===== src/rtl/micro_sequencer.sv =====
// Next-state sequencer for the microprogrammed MIPS control unit; drives the control-ROM address.
// Optional build macro MICRO_SEQ_STALL_CNT_EN adds the Wait_Cnt output (cumulative MOC-wait hold cycles).
module micro_sequencer #(
    parameter logic [6:0] FETCH_STATE = 7'd1,
    parameter int         MOC_TIMEOUT = 15,
    parameter int         TO_W        = 8
) (
    input  logic       Clk,
    input  logic       Reset_n,
    input  logic [2:0] NS_Mode,
    input  logic [6:0] Jump_Addr,
    input  logic       Cond_Inv,
    input  logic [6:0] State_Sel,
    input  logic       Cond,
    input  logic       MOC,
    input  logic       Stall,
    output logic [6:0] State,
    output logic       Illegal,
    output logic       Mem_Err,
`ifdef MICRO_SEQ_STALL_CNT_EN
    output logic [15:0] Wait_Cnt,
`endif
    output logic       Seq_Err
);

    typedef enum logic [2:0] {
        NS_INCR     = 3'd0,
        NS_JUMP     = 3'd1,
        NS_DISPATCH = 3'd2,
        NS_WAIT_MOC = 3'd3,
        NS_COND     = 3'd4,
        NS_FETCH    = 3'd5,
        NS_RSVD6    = 3'd6,
        NS_RSVD7    = 3'd7
    } ns_mode_e;

    localparam logic [TO_W-1:0] TO_MAX = TO_W'(MOC_TIMEOUT);

    ns_mode_e        mode;
    logic [6:0]      state_q, state_d;
    logic [TO_W-1:0] cnt_q, cnt_d;
    logic            illegal_q, illegal_d;
    logic            mem_err_q, mem_err_d;
    logic            seq_err_q, seq_err_d;
    logic            wait_hold;

    assign mode = ns_mode_e'(NS_Mode);

    always_comb begin
        state_d   = state_q;
        cnt_d     = cnt_q;
        illegal_d = 1'b0;
        mem_err_d = 1'b0;
        seq_err_d = 1'b0;
        wait_hold = 1'b0;
        // A stall freezes state and the timeout counter; flags drop to 0.
        if (!Stall) begin
            cnt_d = '0;
            unique case (mode)
                NS_INCR: state_d = state_q + 7'd1;
                NS_JUMP: state_d = Jump_Addr;
                NS_DISPATCH: begin
                    if (State_Sel != 7'd0) begin
                        state_d = State_Sel;
                    end else begin
                        state_d   = FETCH_STATE;
                        illegal_d = 1'b1;
                    end
                end
                NS_WAIT_MOC: begin
                    if (MOC) begin
                        state_d = state_q + 7'd1;
                    end else if (cnt_q != TO_MAX) begin
                        cnt_d     = cnt_q + 1'b1;
                        wait_hold = 1'b1;
                    end else begin
                        state_d   = FETCH_STATE;
                        mem_err_d = 1'b1;
                    end
                end
                NS_COND:  state_d = (Cond ^ Cond_Inv) ? Jump_Addr : state_q + 7'd1;
                NS_FETCH: state_d = FETCH_STATE;
                default: begin
                    state_d   = FETCH_STATE;
                    seq_err_d = 1'b1;
                end
            endcase
        end
    end

    always_ff @(posedge Clk or negedge Reset_n) begin
        if (!Reset_n) begin
            state_q   <= 7'd0;
            cnt_q     <= '0;
            illegal_q <= 1'b0;
            mem_err_q <= 1'b0;
            seq_err_q <= 1'b0;
        end else begin
            state_q   <= state_d;
            cnt_q     <= cnt_d;
            illegal_q <= illegal_d;
            mem_err_q <= mem_err_d;
            seq_err_q <= seq_err_d;
        end
    end

    assign State   = state_q;
    assign Illegal = illegal_q;
    assign Mem_Err = mem_err_q;
    assign Seq_Err = seq_err_q;

`ifdef MICRO_SEQ_STALL_CNT_EN
    logic [15:0] wcnt_q, wcnt_d;

    // Saturating total of hold cycles; the abort cycle itself is not a hold.
    always_comb begin
        wcnt_d = wcnt_q;
        if (wait_hold && wcnt_q != 16'hFFFF) begin
            wcnt_d = wcnt_q + 16'd1;
        end
    end

    always_ff @(posedge Clk or negedge Reset_n) begin
        if (!Reset_n) begin
            wcnt_q <= 16'd0;
        end else begin
            wcnt_q <= wcnt_d;
        end
    end

    assign Wait_Cnt = wcnt_q;
`endif

endmodule


===== config.mk =====
export PLATFORM = sky130hd
export DESIGN_NAME = micro_sequencer
export DESIGN_NICKNAME = d
export VERILOG_FILES = /design/src/rtl/micro_sequencer.sv
export SDC_FILE = /design/constraint.sdc
export NUM_CORES = 1
export LEC_CHECK = 0
export CAP_MARGIN = 15
export CORE_MARGIN = 5
export CORE_UTILIZATION = 47
export CTS_CLUSTER_SIZE = 14
export DETAILED_ROUTE_END_ITERATION = 6
export HOLD_SLACK_MARGIN = 0.02
export PLACE_DENSITY = 0.79
export RECOVER_POWER = 100
export SLEW_MARGIN = 20
export SYNTH_ARGS = -nofsm -noshare
export SYNTH_HDL_FRONTEND = slang
export SYNTH_SLANG_ARGS = --single-unit

===== constraint.sdc =====
create_clock -name Clk -period 2 [get_ports Clk]
set_input_delay 0.2 -clock Clk [delete_from_list [all_inputs] [get_ports Clk]]
set_output_delay 0.2 -clock Clk [all_outputs]
set_load 0.1 [all_outputs]

==> results of run 1 <==
## layout by cell type, fill, tap and decap left out, types with 2 or more instances in the layout
master and instances:
dfrtp_1 17, a22oi_1 4, nand3_1 11, buf_4 4, clkbuf_2 9, dlygate4sd3_1 2, or3_1 2, ha_1 2
xnor2_1 4, nand4b_1 2, nor3b_1 2, clkdlybuf4s50_1 20, nor2b_1 2, nand2_1 17, o211ai_1 7, nor2_1 9
nor3_1 4, and2_1 2, xor2_1 5, o21ai_0 3, clkbuf_4 3, clkbuf_1 2, o21a_1 2
## flip-flops by register name, summed over array words and instances, names as in the netlist
signal	cells
Seq_Err	1
Illegal	1
Mem_Err	1
State	7
cnt_q	8
## per-layer routing
metal	vias to the layer above	global-route usage [%]
li1	533	-
met1	508	22.6
met2	38	27.3
met3	7	1.06
met4	0	7.12
met5	-	0
## logic make-up after synthesis
group                      count (synthesis)  synth area share [%]
adders and majority gates                  2                  2.07
buffers and inverters                      7                  5.28
and+or+nand+nor                           60                  29.1
DFF                                       18                  37.3
xor gates and xnor gates                   9                  6.53
AOI/OAI and AO/OA                         28                  19.7
## Yosys cell counts
library cell,number
or3_1,2
nor4b_1,1
and2_1,2
xnor2_1,4
a21oi_1,1
o22ai_1,1
o21ai_0,3
inv_1,1
a22oi_1,4
a22o_1,1
clkbuf_8,1
a311o_1,1
nand3b_1,1
nand4b_1,2
o211ai_2,1
nand2_1,16
nor3_1,4
nor3b_2,2
nor3b_1,1
a2bb2oi_1,1
nor2b_1,2
o21a_1,2
a21boi_0,1
nand3_1,11
nand2_4,1
dfrtp_1,18
nor2_1,9
xor2_1,5
buf_6,3
or2_2,1
nor4_4,1
buf_2,1
o211ai_1,7
and4b_1,1
o2bb2ai_1,1
buf_4,1
and3_2,1
a2111oi_1,1
o32a_1,1
ha_1,2
and4bb_4,1
a21bo_2,1
o2bb2ai_4,1
nor4_1,1
## metrics by stage
stage	total power, mW	instance area [sq um]	setup slack (ns)	hold slack (ns)
floorplan	0.656	1210	0.0311	-0.0956
global placement	0.761	1520	0.130	0.499
detailed placement	0.767	1520	0.0752	0.506
CTS	0.997	1560	0.239	0.171
global route	1.01	1510	0.140	0.261
finish	0.975	1510	0.215	0.234
## worst max path at each step
stage	from	end	slack [ns]
6_report	cnt_q[0]	State[0]	0.22
5_1_grt	cnt_q[0]	State[0]	0.14
4_1_cts	cnt_q[0]	State[6]	0.24
3_5_place_dp	NS_Mode[0]	State[0]	0.08
3_3_place_gp	NS_Mode[0]	State[0]	0.13
2_1_floorplan	State[1]	State[4]	0.03
## final cells by class
type	instances	area, sq um
Clock buffer	4	36.3
Multi-Input combinational cell	99	677
Sequential cell	18	452
Inverter	1	3.75
Timing Repair Buffer	37	303
Tap cell	30	37.5
Fill cell	224	968
## power by group through the flow
stage,Combinational (mW),Clock [mW],Sequential (mW)
after floorplan,0.109,0,0.547
after global placement,0.339,0,0.422
after CTS,0.345,0.236,0.417
after detailed placement,0.344,0,0.423
final,0.327,0.231,0.417
after global routing,0.347,0.246,0.422
==> run metrics, run 1 <==
Synth area leaders=dfrtp_1, nand2_1, nand3_1, o211ai_1, xor2_1; crit-path max FO=6; fin crit period=1.78 ns; HP Class=in2async; crit end category=flip-flop; Final Wtd Congestion=0.827; largest net degree at the start of global routing=15; Crit. path cell count=5; Die Ht=60.7 um; Critical Setup Path Class=reg2reg; final setup vio count=0; area of the core=2480 sq um; Final Max Slew Viols=0; ant diodes=0; first-iteration detailed-routing DRC count=23; I/O Buffers=32; internal power=0.601 mW; CTS max path bufs=2; TritonCTS clock tree=built; Root Driver=clkbuf_4; share of cells above drive strength 1=15.7%; initial antenna violation count=0; register clock-pin slew on the reported worst setup and hold paths=0.11 ns; post-synth top area cell=dfrtp_1; Initial Util=48.7%; PD cells=646 nW/um^2; Core Rows=18; switching part of the total power=38.4%; Mapped Nets=149; via/cell ratio=5.75; first-pass GRT wire length=4620 um; Leakage=0.623 nW; Routed Antenna Nets=0; Yosys warning count=0; NetSw=0.374 mW; outcome=finished clean; Startpoint Class=flip-flop; setup TNS=0 ns; final wirelength=2880 um; WP buf/inv=0; DR top layer=met4; I/O Pins=33; max cap viols=0; flops & latches, synth=18; met2 routed wirelength=1390 um; synthesized area per cell=9.74 sq um; worst-skew pair later-pin latency=0.30 ns; wire length on met1=1270 um; clk_skew=0.00743 ns; GRT Total Usage=16.6%; post-synth top area share=37.3%; vias in the first global route=1037; Pre-antenna DRT Iters=4; H-tree Lvls=1; Peak VDD IR=0.454 mV; hold_buf cts=0; setup bufs post-CTS=0; post-synthesis cell type count=44; period utilization=89.2%; worst r2r src=cnt_q[0]; die area=3680 sq um; Post-Place Cells=185; Crit-path slowest cell=dfrtp_1; Post-DP HPWL=2220 um; reg2reg setup slack=0.22 ns; Num CTS Buffers=3; r2r worst-path depth=5; Post-route DRC=0; Die Wd=60.7 um; Sink Count=18; fin util=60.9%; Final Non-Filler Cells=189; unrepaired setup endpoints after global routing=no; Area Overhead vs Synth=25.0%; RR Endpoint=State[0]; crit-path max cell delay=0.40 ns; Post-Syn Instances=124; CP cell instances=ha_1 -> and4b_1 -> o2bb2ai_4 -> nand2_1 -> o32a_1; grt ovf=0; sequential fraction of the synthesis area=37.3%; Clk network pwr share=23.7%; Req. time, crit path=2.19 ns; Sequential Power Share=42.8%; wire length per cell=15.2 um; Hold Fails Final Rpt=0; wire length on met3=158 um; Worst EP arrival=1.98 ns; CP delay by family, top=simple AND/OR/NAND/NOR gates; combinational power share=33.5%; Least-Margin Pin Slew=1.17 ns; relative slew slack=22.6%; Post-Syn Area=1210 sq um; Final nets=185; post-CTS sizing=0; fmax=560 MHz; via count=1086
(Power assumes the default switching activity.)
==> run 2: changes to the inputs <==
--- a/config.mk
+++ b/config.mk
@@ -13,6 +13,7 @@
 export HOLD_SLACK_MARGIN = 0.02
 export PLACE_DENSITY = 0.79
 export RECOVER_POWER = 100
+export SETUP_SLACK_MARGIN = 0.05
 export SLEW_MARGIN = 20
 export SYNTH_ARGS = -nofsm -noshare
 export SYNTH_HDL_FRONTEND = slang
==> run metrics, run 2 (same netlist as run 1, synthesis figures left out) <==
Num CTS Buffers=3 (unchanged); initial antenna violation count=0 (unchanged); I/O Buffers=32 (unchanged); TritonCTS clock tree=built (unchanged); unrepaired setup endpoints after global routing=no (unchanged); fin util=61.3% (was 60.9%); first-iteration detailed-routing DRC count=39 (was 23); Root Driver=clkbuf_4 (unchanged); reg2reg setup slack=0.28 ns (was 0.22 ns); Final Wtd Congestion=0.800 (was 0.827); Critical Setup Path Class=reg2reg (unchanged); H-tree Lvls=1 (unchanged); Post-route DRC=0 (unchanged); most common cell after layout, fill and taps aside=clkdlybuf4s50_1 (unchanged); Final Max Slew Viols=0 (unchanged); max FFs per register=8 (unchanged); die area=3680 sq um (unchanged); period utilization=86.1% (was 89.2%); worst setup margin=0.278 ns (was 0.215 ns); setup TNS=0 ns (unchanged); r2r worst-path depth=6 (was 5); CTS max path bufs=2 (unchanged); Area Overhead vs Synth=25.7% (was 25.0%); final setup vio count=0 (unchanged); Final Non-Filler Cells=190 (was 189); largest net degree at the start of global routing=13 (was 15); Pre-antenna DRT Iters=4 (unchanged); I/O Pins=33 (unchanged); commonest non-fill, non-tap cells in the layout=clkdlybuf4s50_1, dfrtp_1, nand2_1 (unchanged); GRT Total Usage=16.3% (was 16.6%); max cap viols=0 (unchanged); via count=1107 (was 1086); HP Class=in2async (unchanged); Req. time, crit path=2.23 ns (was 2.19 ns); Startpoint Class=flip-flop (unchanged); Tot Pwr=0.980 mW (was 0.975 mW); RR Endpoint=State[6] (was State[0]); first-pass GRT wire length=4500 um (was 4620 um); register clock-pin slew on the reported worst setup and hold paths=0.11 ns (about the same); Core Rows=18 (unchanged); worst r2r src=cnt_q[0] (unchanged); Least-Margin Pin Slew=1.17 ns (about the same); outcome=finished clean (unchanged); Die Wd=60.7 um (unchanged); Hold Fails Final Rpt=0 (unchanged); Sink Count=18 (unchanged); worst-skew pair later-pin latency=0.30 ns (about the same); grt ovf=0 (unchanged); post-CTS sizing=0 (unchanged); final wirelength=2840 um (was 2880 um); ant diodes=0 (unchanged); Routed Antenna Nets=0 (unchanged); Post-DP HPWL=2230 um (was 2220 um); via/cell ratio=5.83 (was 5.75); Post-Place Cells=186 (was 185); Worst EP arrival=1.95 ns (was 1.98 ns); Final nets=186 (was 185); Initial Util=48.7% (unchanged); crit-path max FO=8 (was 6); area of the core=2480 sq um (unchanged); crit end category=flip-flop (unchanged); clk_skew=0.00348 ns (was 0.00743 ns); hold_buf cts=0 (unchanged); PD cells=645 nW/um^2 (was 646 nW/um^2); setup bufs post-CTS=0 (unchanged); fmax=581 MHz (was 560 MHz); fin crit period=1.72 ns (was 1.78 ns); vias in the first global route=1036 (was 1037); Largest Register=cnt_q (unchanged); wire length per cell=14.9 um (was 15.2 um); Die Ht=60.7 um (unchanged); pre-CTS worst setup slack=0.0563 ns (was 0.0752 ns); Peak VDD IR=0.461 mV (was 0.454 mV); share of cells above drive strength 1=16.3% (was 15.7%); Leakage=0.623 nW (about the same); relative slew slack=22.5% (was 22.6%)
[run 2: final cells by class]
class,count,area (sq um)
Clock buffer,4,36.3
Tap cell,30,37.5
Fill cell,229,960
Sequential cell,18,453
Inverter,1,3.75
Multi-Input combinational cell,99,684
Timing Repair Buffer,38,303
[run 2: how the worst max path moves through the flow]
stage / endpoint / depth (start not counted) / slack, ns / from
2_1_floorplan: State[6] / 4 / 0.13 / State[2]
3_3_place_gp: State[0] / 5 / 0.14 / NS_Mode[0]
3_5_place_dp: State[0] / 5 / 0.06 / NS_Mode[0]
4_1_cts: State[0] / 5 / 0.32 / cnt_q[0]
5_1_grt: State[6] / 6 / 0.17 / cnt_q[0]
6_report: State[6] / 6 / 0.28 / cnt_q[0]
[run 2: where the power goes]
part	total [mW]	internal [mW]	switching (mW)
Sequential	0.418	0.385	0.0324
Combinational	0.329	0.106	0.223
Clock	0.233	0.111	0.122
[run 2: critical path, stage by stage, from the launching register on]
cell and delay (ns):
dfrtp_1 0.40, ha_1 0.20, and4b_1 0.34, o2bb2ai_4 0.17, clkbuf_2 0.24, o211ai_1 0.12, o211ai_1 0.17
[run 2: stage by stage]
stage	cell area [sq um]	hold slack (ns)
2_1_floorplan	1210	-0.0956
3_3_place_gp	1530	0.472
3_5_place_dp	1530	0.479
4_1_cts	1560	0.151
5_1_grt	1520	0.238
6_report	1520	0.214
[run 2: routing by layer]
| layer | GRT usage (%) | vias up | wire length (um) |
|---|---|---|---|
| li1 | - | 531 | - |
| met1 | 21.6 | 535 | 1260 |
| met5 | 0 | - | 0 |
| met3 | 1.70 | 4 | 163 |
| met4 | 8.36 | 0 | 50 |
| met2 | 26.3 | 37 | 1360 |
